$ cat src/rtl/alu_arbiter.sv
// alu_arbiter: round-robin sharing of one 4-bit ALU among NUM_REQ requesters, with an in-order
// tag FIFO that routes each result back to its issuer. Optional macro: ALU_ARB_PRIO0_EN (requester 0 strict priority).
module alu_arbiter #(
  parameter int NUM_REQ = 4,
  parameter int MAX_OUT = 4
) (
  input  logic                   clk,
  input  logic                   reset,
  input  logic [NUM_REQ-1:0]     req_valid,
  output logic [NUM_REQ-1:0]     req_ready,
  input  logic [4*NUM_REQ-1:0]   req_a,
  input  logic [4*NUM_REQ-1:0]   req_b,
  input  logic [NUM_REQ-1:0]     req_cin,
  input  logic [4*NUM_REQ-1:0]   req_ctl,
  output logic                   alu_valid_in,
  output logic [3:0]             alu_a,
  output logic [3:0]             alu_b,
  output logic                   alu_cin,
  output logic [3:0]             alu_ctl,
  input  logic                   alu_valid_out,
  input  logic [3:0]             alu_res,
  input  logic                   alu_carry,
  input  logic                   alu_zero,
  output logic [NUM_REQ-1:0]     rsp_valid,
  output logic [3:0]             rsp_res,
  output logic                   rsp_carry,
  output logic                   rsp_zero,
  output logic                   busy,
  output logic                   err_orphan
);

  localparam int TAG_W = (NUM_REQ > 1) ? $clog2(NUM_REQ) : 1;
  localparam int PTR_W = (MAX_OUT > 1) ? $clog2(MAX_OUT) : 1;
  localparam int CNT_W = $clog2(MAX_OUT + 1);

  logic [TAG_W-1:0] rr_ptr;
  logic [PTR_W-1:0] wr_ptr;
  logic [PTR_W-1:0] rd_ptr;
  logic [CNT_W-1:0] count;
  logic [TAG_W-1:0] tag_mem [MAX_OUT];
  logic [TAG_W-1:0] gnt_idx;
  logic             gnt_found;
  logic             full;
  logic             push;
  logic             pop;
  logic             orphan;

  assign full   = (count == CNT_W'(MAX_OUT));
  assign push   = gnt_found;
  assign pop    = alu_valid_out & (count != '0);
  assign orphan = alu_valid_out & (count == '0);
  assign busy   = (count != '0);

  // Grant: first valid requester at or above rr_ptr, wrapping; nothing while the tag FIFO is full.
  always_comb begin
    int idx;
    gnt_found = 1'b0;
    gnt_idx   = '0;
    idx       = 0;
    if (!full) begin
`ifdef ALU_ARB_PRIO0_EN
      if (req_valid[0]) begin
        gnt_found = 1'b1;
        gnt_idx   = '0;
      end
`endif
      for (int k = 0; k < NUM_REQ; k++) begin
        idx = (int'(rr_ptr) + k) % NUM_REQ;
        if (!gnt_found && req_valid[idx]) begin
          gnt_found = 1'b1;
          gnt_idx   = TAG_W'(idx);
        end
      end
    end
  end

  always_comb begin
    req_ready = '0;
    if (gnt_found) req_ready[gnt_idx] = 1'b1;
  end

  always_ff @(posedge clk or negedge reset) begin
    if (!reset) begin
      rr_ptr <= '0;
    end else if (push) begin
`ifdef ALU_ARB_PRIO0_EN
      if (gnt_idx != '0)
        rr_ptr <= (gnt_idx == TAG_W'(NUM_REQ - 1)) ? '0 : gnt_idx + 1'b1;
`else
      rr_ptr <= (gnt_idx == TAG_W'(NUM_REQ - 1)) ? '0 : gnt_idx + 1'b1;
`endif
    end
  end

  // Issue stage: operands of the granted requester drive the ALU one cycle after the handshake.
  always_ff @(posedge clk or negedge reset) begin
    if (!reset) begin
      alu_valid_in <= 1'b0;
      alu_a        <= '0;
      alu_b        <= '0;
      alu_cin      <= 1'b0;
      alu_ctl      <= '0;
    end else begin
      alu_valid_in <= push;
      if (push) begin
        alu_a   <= req_a[4*gnt_idx +: 4];
        alu_b   <= req_b[4*gnt_idx +: 4];
        alu_cin <= req_cin[gnt_idx];
        alu_ctl <= req_ctl[4*gnt_idx +: 4];
      end
    end
  end

  // Tag FIFO: requester IDs in issue order, matched to in-order ALU results.
  always_ff @(posedge clk) begin
    if (push) tag_mem[wr_ptr] <= gnt_idx;
  end

  always_ff @(posedge clk or negedge reset) begin
    if (!reset) begin
      wr_ptr <= '0;
      rd_ptr <= '0;
      count  <= '0;
    end else begin
      if (push) wr_ptr <= (wr_ptr == PTR_W'(MAX_OUT - 1)) ? '0 : wr_ptr + 1'b1;
      if (pop)  rd_ptr <= (rd_ptr == PTR_W'(MAX_OUT - 1)) ? '0 : rd_ptr + 1'b1;
      case ({push, pop})
        2'b10:   count <= count + 1'b1;
        2'b01:   count <= count - 1'b1;
        default: count <= count;
      endcase
    end
  end

  always_ff @(posedge clk or negedge reset) begin
    if (!reset)      err_orphan <= 1'b0;
    else if (orphan) err_orphan <= 1'b1;
  end

  // Response path: combinational from the ALU, strobing the requester at the FIFO head.
  always_comb begin
    rsp_valid = '0;
    if (pop) rsp_valid[tag_mem[rd_ptr]] = 1'b1;
  end

  assign rsp_res   = alu_res;
  assign rsp_carry = alu_carry;
  assign rsp_zero  = alu_zero;

endmodule

$ cat config.mk
export PLATFORM = sky130hd
export DESIGN_NAME = alu_arbiter
export DESIGN_NICKNAME = d
export VERILOG_FILES = /design/src/rtl/alu_arbiter.sv
export SDC_FILE = /design/constraint.sdc
export NUM_CORES = 1
export LEC_CHECK = 0
export ABC_CLOCK_PERIOD_IN_PS = 5920
export CAP_MARGIN = 5
export CORE_UTILIZATION = 30
export CTS_BUF_LIST = sky130_fd_sc_hd__clkbuf_8
export DETAILED_ROUTE_END_ITERATION = 8
export GPL_ROUTABILITY_DRIVEN = 0
export GPL_TIMING_DRIVEN = 0
export PLACE_DENSITY = 0.65
export SLEW_MARGIN = 10
export SYNTH_ARGS = -nofsm -noshare
export SYNTH_HDL_FRONTEND = slang
export SYNTH_SLANG_ARGS = --single-unit
$ cat constraint.sdc
create_clock -name clk -period 5.92 [get_ports clk]
set_clock_uncertainty 0.1 [all_clocks]
set_input_delay 0.592 -clock clk [delete_from_list [all_inputs] [get_ports clk]]
set_output_delay 0.592 -clock clk [all_outputs]
set_load 0.02 [all_outputs]
==> results_dict.tcl <==
set metrics [dict create \
    status "complete, no violations" \
    cts_tree "yes" \
    worstReg2RegStart "count[1]$_DFFE_PN0P_" \
    drc 0 \
    holdBufCountCts 0 \
    hpwl_um 4270 \
    dieHeight_um 86.8 \
    clock.fmax_mhz 231 \
    path_max_fanout 8 \
    coreArea_um2 6870 \
    cts.sinks 32 \
    synth_cells 222 \
    synth_cell_types 38 \
    wire_per_inst_um 13.9 \
    grt_max_degree 25 \
    tightest_slew_ps 765 \
    antenna_left 0 \
    dr_wl_met3_um 361 \
    grt_setup_unrepaired "false" \
    met1_length_um 2590 \
    finalCriticalPeriod_ps 4320 \
    crit_slowest_cell "clkdlybuf4s50_1" \
    grt_pass1_vias 2006 \
    final_util 0.475 \
    clkLatencyLatePin_ps 280 \
    muxShareOfSynthArea 0.0811 \
    endpoint_kind "output port" \
    crit_start "req_valid[1]" \
    maxCapViolCount 0 \
    cts_buffers 5 \
    async_flop_share 0.750 \
    synth_adder_area_share 0.0672 \
    track_usage 0.160 \
    yosys.area_share.simple 0.160 \
    grt_pass1_wl_um 9290 \
    dieArea_um2 7540 \
    io_buffers 88 \
    synth-xor-area-share 0.0122 \
    fin_setup_tns_ps 0 \
    drt-initial-drc-count 83 \
    slew_headroom 0.490 \
    final_common_cell "clkdlybuf4s50_1" \
    fin_ws_ps 1600 \
    routed.top_layer "met4" \
    fp.dieW_um 86.8 \
    synth_warnings 0 \
    n_antenna_cell 0 \
    timing.final.crit_share 0.730 \
    irDropWorstVdd_v 0.000233 \
    cts-root-buf "clkbuf_8" \
    clkTransAtPathRegs_ps 70 \
    synth-seq-area-share 0.389 \
    crit_required_ps 5230 \
    wl_met2_um 2790 \
    antenna_found_initial 0 \
    synth_edf_count 8 \
    synth_area_per_cell_um2 9.73 \
    slowest_delay_ps 570 \
    setup_violations 0 \
    vias 1965 \
    hp-class "in2async" \
    post_cts_buffers 0 \
    drv_slew 0 \
    drive_above_1_share 0.107 \
    synth_nets 298 \
    worst-path-buf-inv 4 \
    critPathKind "in2out" \
    final_hold_viol_count 0 \
    syn_area_um2 2160 \
    cp.arrival_ps 3630 \
    syn_to_final_growth_pct 51.0 \
    drt_pass1_iterations 4 \
    finalWirelength_um 5770 \
    rows 30 \
    synth-compound-area-share 0.198 \
    overflow 0 \
    synth_ff_type "dfrtp_1" \
    ctsResizeCount 0 \
    clockBufferDepth 2 \
    nets 393 \
    final_cell_mix "87 x clkdlybuf4s50_1, 24 x inv_1, 24 x dfrtp_1" \
    synth_top_family_by_area "compound AO/OA/AOI/OAI gates" \
    path_delay_family "simple AND/OR/NAND/NOR gates" \
    viasPerCell 4.75 \
    io_pins 95 \
    htree_levels 2 \
    worstSetupStartpointType "input pin" \
    power.density_nw_per_um2 488 \
    initial_core_util 0.314 \
    crit_chain "clkdlybuf4s50_1, nor2_1, or4_4, buf_6, and2_4, nor2_1, inv_1, ha_1, and2_1, clkdlybuf4s50_1" \
    ys_ff_latch 32 \
    dp_slack_ps 1600 \
    power.leakage_nw 1.44 \
]
[layer usage]
metal / global-route usage / vias to the layer above
li1: - / 968
met1: 0.200 / 928
met2: 0.273 / 66
met3: 0.0457 / 3
met4: 0.0318 / 0
met5: 0 / -
[sequential cells by signal (all words and copies together) (netlist names)]
signal / count
wr_ptr: 2
alu_cin: 1
alu_a: 4
rr_ptr: 2
rd_ptr: 2
err_orphan: 1
alu_ctl: 4
alu_b: 4
count: 3
tag_mem: 8
alu_valid_in: 1
[final timing paths]
kind	end	slack, ps	cells after the start
max reg2reg	count[2]$_DFFE_PN0P_	3170	9
max	req_ready[2]	1600	10
min reg2reg	err_orphan$_DFFE_PN0P_	370	1
min in group clk	err_orphan$_DFFE_PN0P_	370	1
min	alu_valid_in$_DFF_PN0_	210	1
max in group asynchronous	alu_a[1]$_DFFE_PN0P_	5120	1
[Yosys cell counts, types with 2 or more instances]
| cell type | instances | area (um^2) |
|---|---|---|
| inv_1 | 24 | 90.1 |
| nand2_1 | 22 | 82.6 |
| nor3b_1 | 3 | 22.5 |
| clkbuf_1 | 8 | 30.0 |
| buf_4 | 6 | 45.0 |
| a21o_1 | 2 | 15.0 |
| nand3_1 | 14 | 70.1 |
| and2_1 | 8 | 50.1 |
| ha_1 | 10 | 125 |
| a21oi_1 | 15 | 75.1 |
| xor2_1 | 2 | 17.5 |
| mux4_2 | 2 | 45.0 |
| edfxtp_1 | 8 | 240 |
| o21ai_0 | 6 | 30.0 |
| o22ai_1 | 3 | 18.8 |
| o22ai_2 | 10 | 125 |
| nor2_1 | 4 | 15.0 |
| nor2b_1 | 4 | 25.0 |
| dfrtp_1 | 24 | 601 |
| mux2i_1 | 13 | 130 |
| buf_6 | 2 | 22.5 |
| nor3_1 | 3 | 15.0 |
| o211a_1 | 13 | 130 |
| or3_1 | 2 | 12.5 |
[through the flow]
stage	instances	hold WS, ps	cell area, um^2	power, mW
6_report	414	208	3260	1.59
5_1_grt	414	248	3260	1.72
4_1_cts	414	383	3270	1.61
3_5_place_dp	406	363	3160	1.40
3_3_place_gp	406	359	3160	1.38
2_1_floorplan	222	196	2160	1.05
[final cells by class]
class	count	area [um^2]
well taps	96	120
clock inverters	3	37.5
plain buffers	17	105
multi-input cells	148	1120
fillers	655	3610
clock buffers	5	68.8
inverters	25	93.8
flip-flops and latches	32	841
repair buffers	88	876
[kinds of logic after synthesis]
family                   after synthesis
XOR/XNOR                               3
adder cells (fa/ha/maj)               11
buffers and inverters                 42
AND/OR/NAND/NOR                       66
AO/OA/AOI/OAI                         53
flip-flops                            32
multiplexers                          15
[where the power goes]
part,internal (mW),leakage (nW),switching [mW],total [mW]
logic,0.453,1.02,0.505,0.957
clock network,0.123,0.0532,0.0840,0.207
registers,0.348,0.363,0.0787,0.426
Note: power is estimated with default switching activity, not from simulation.
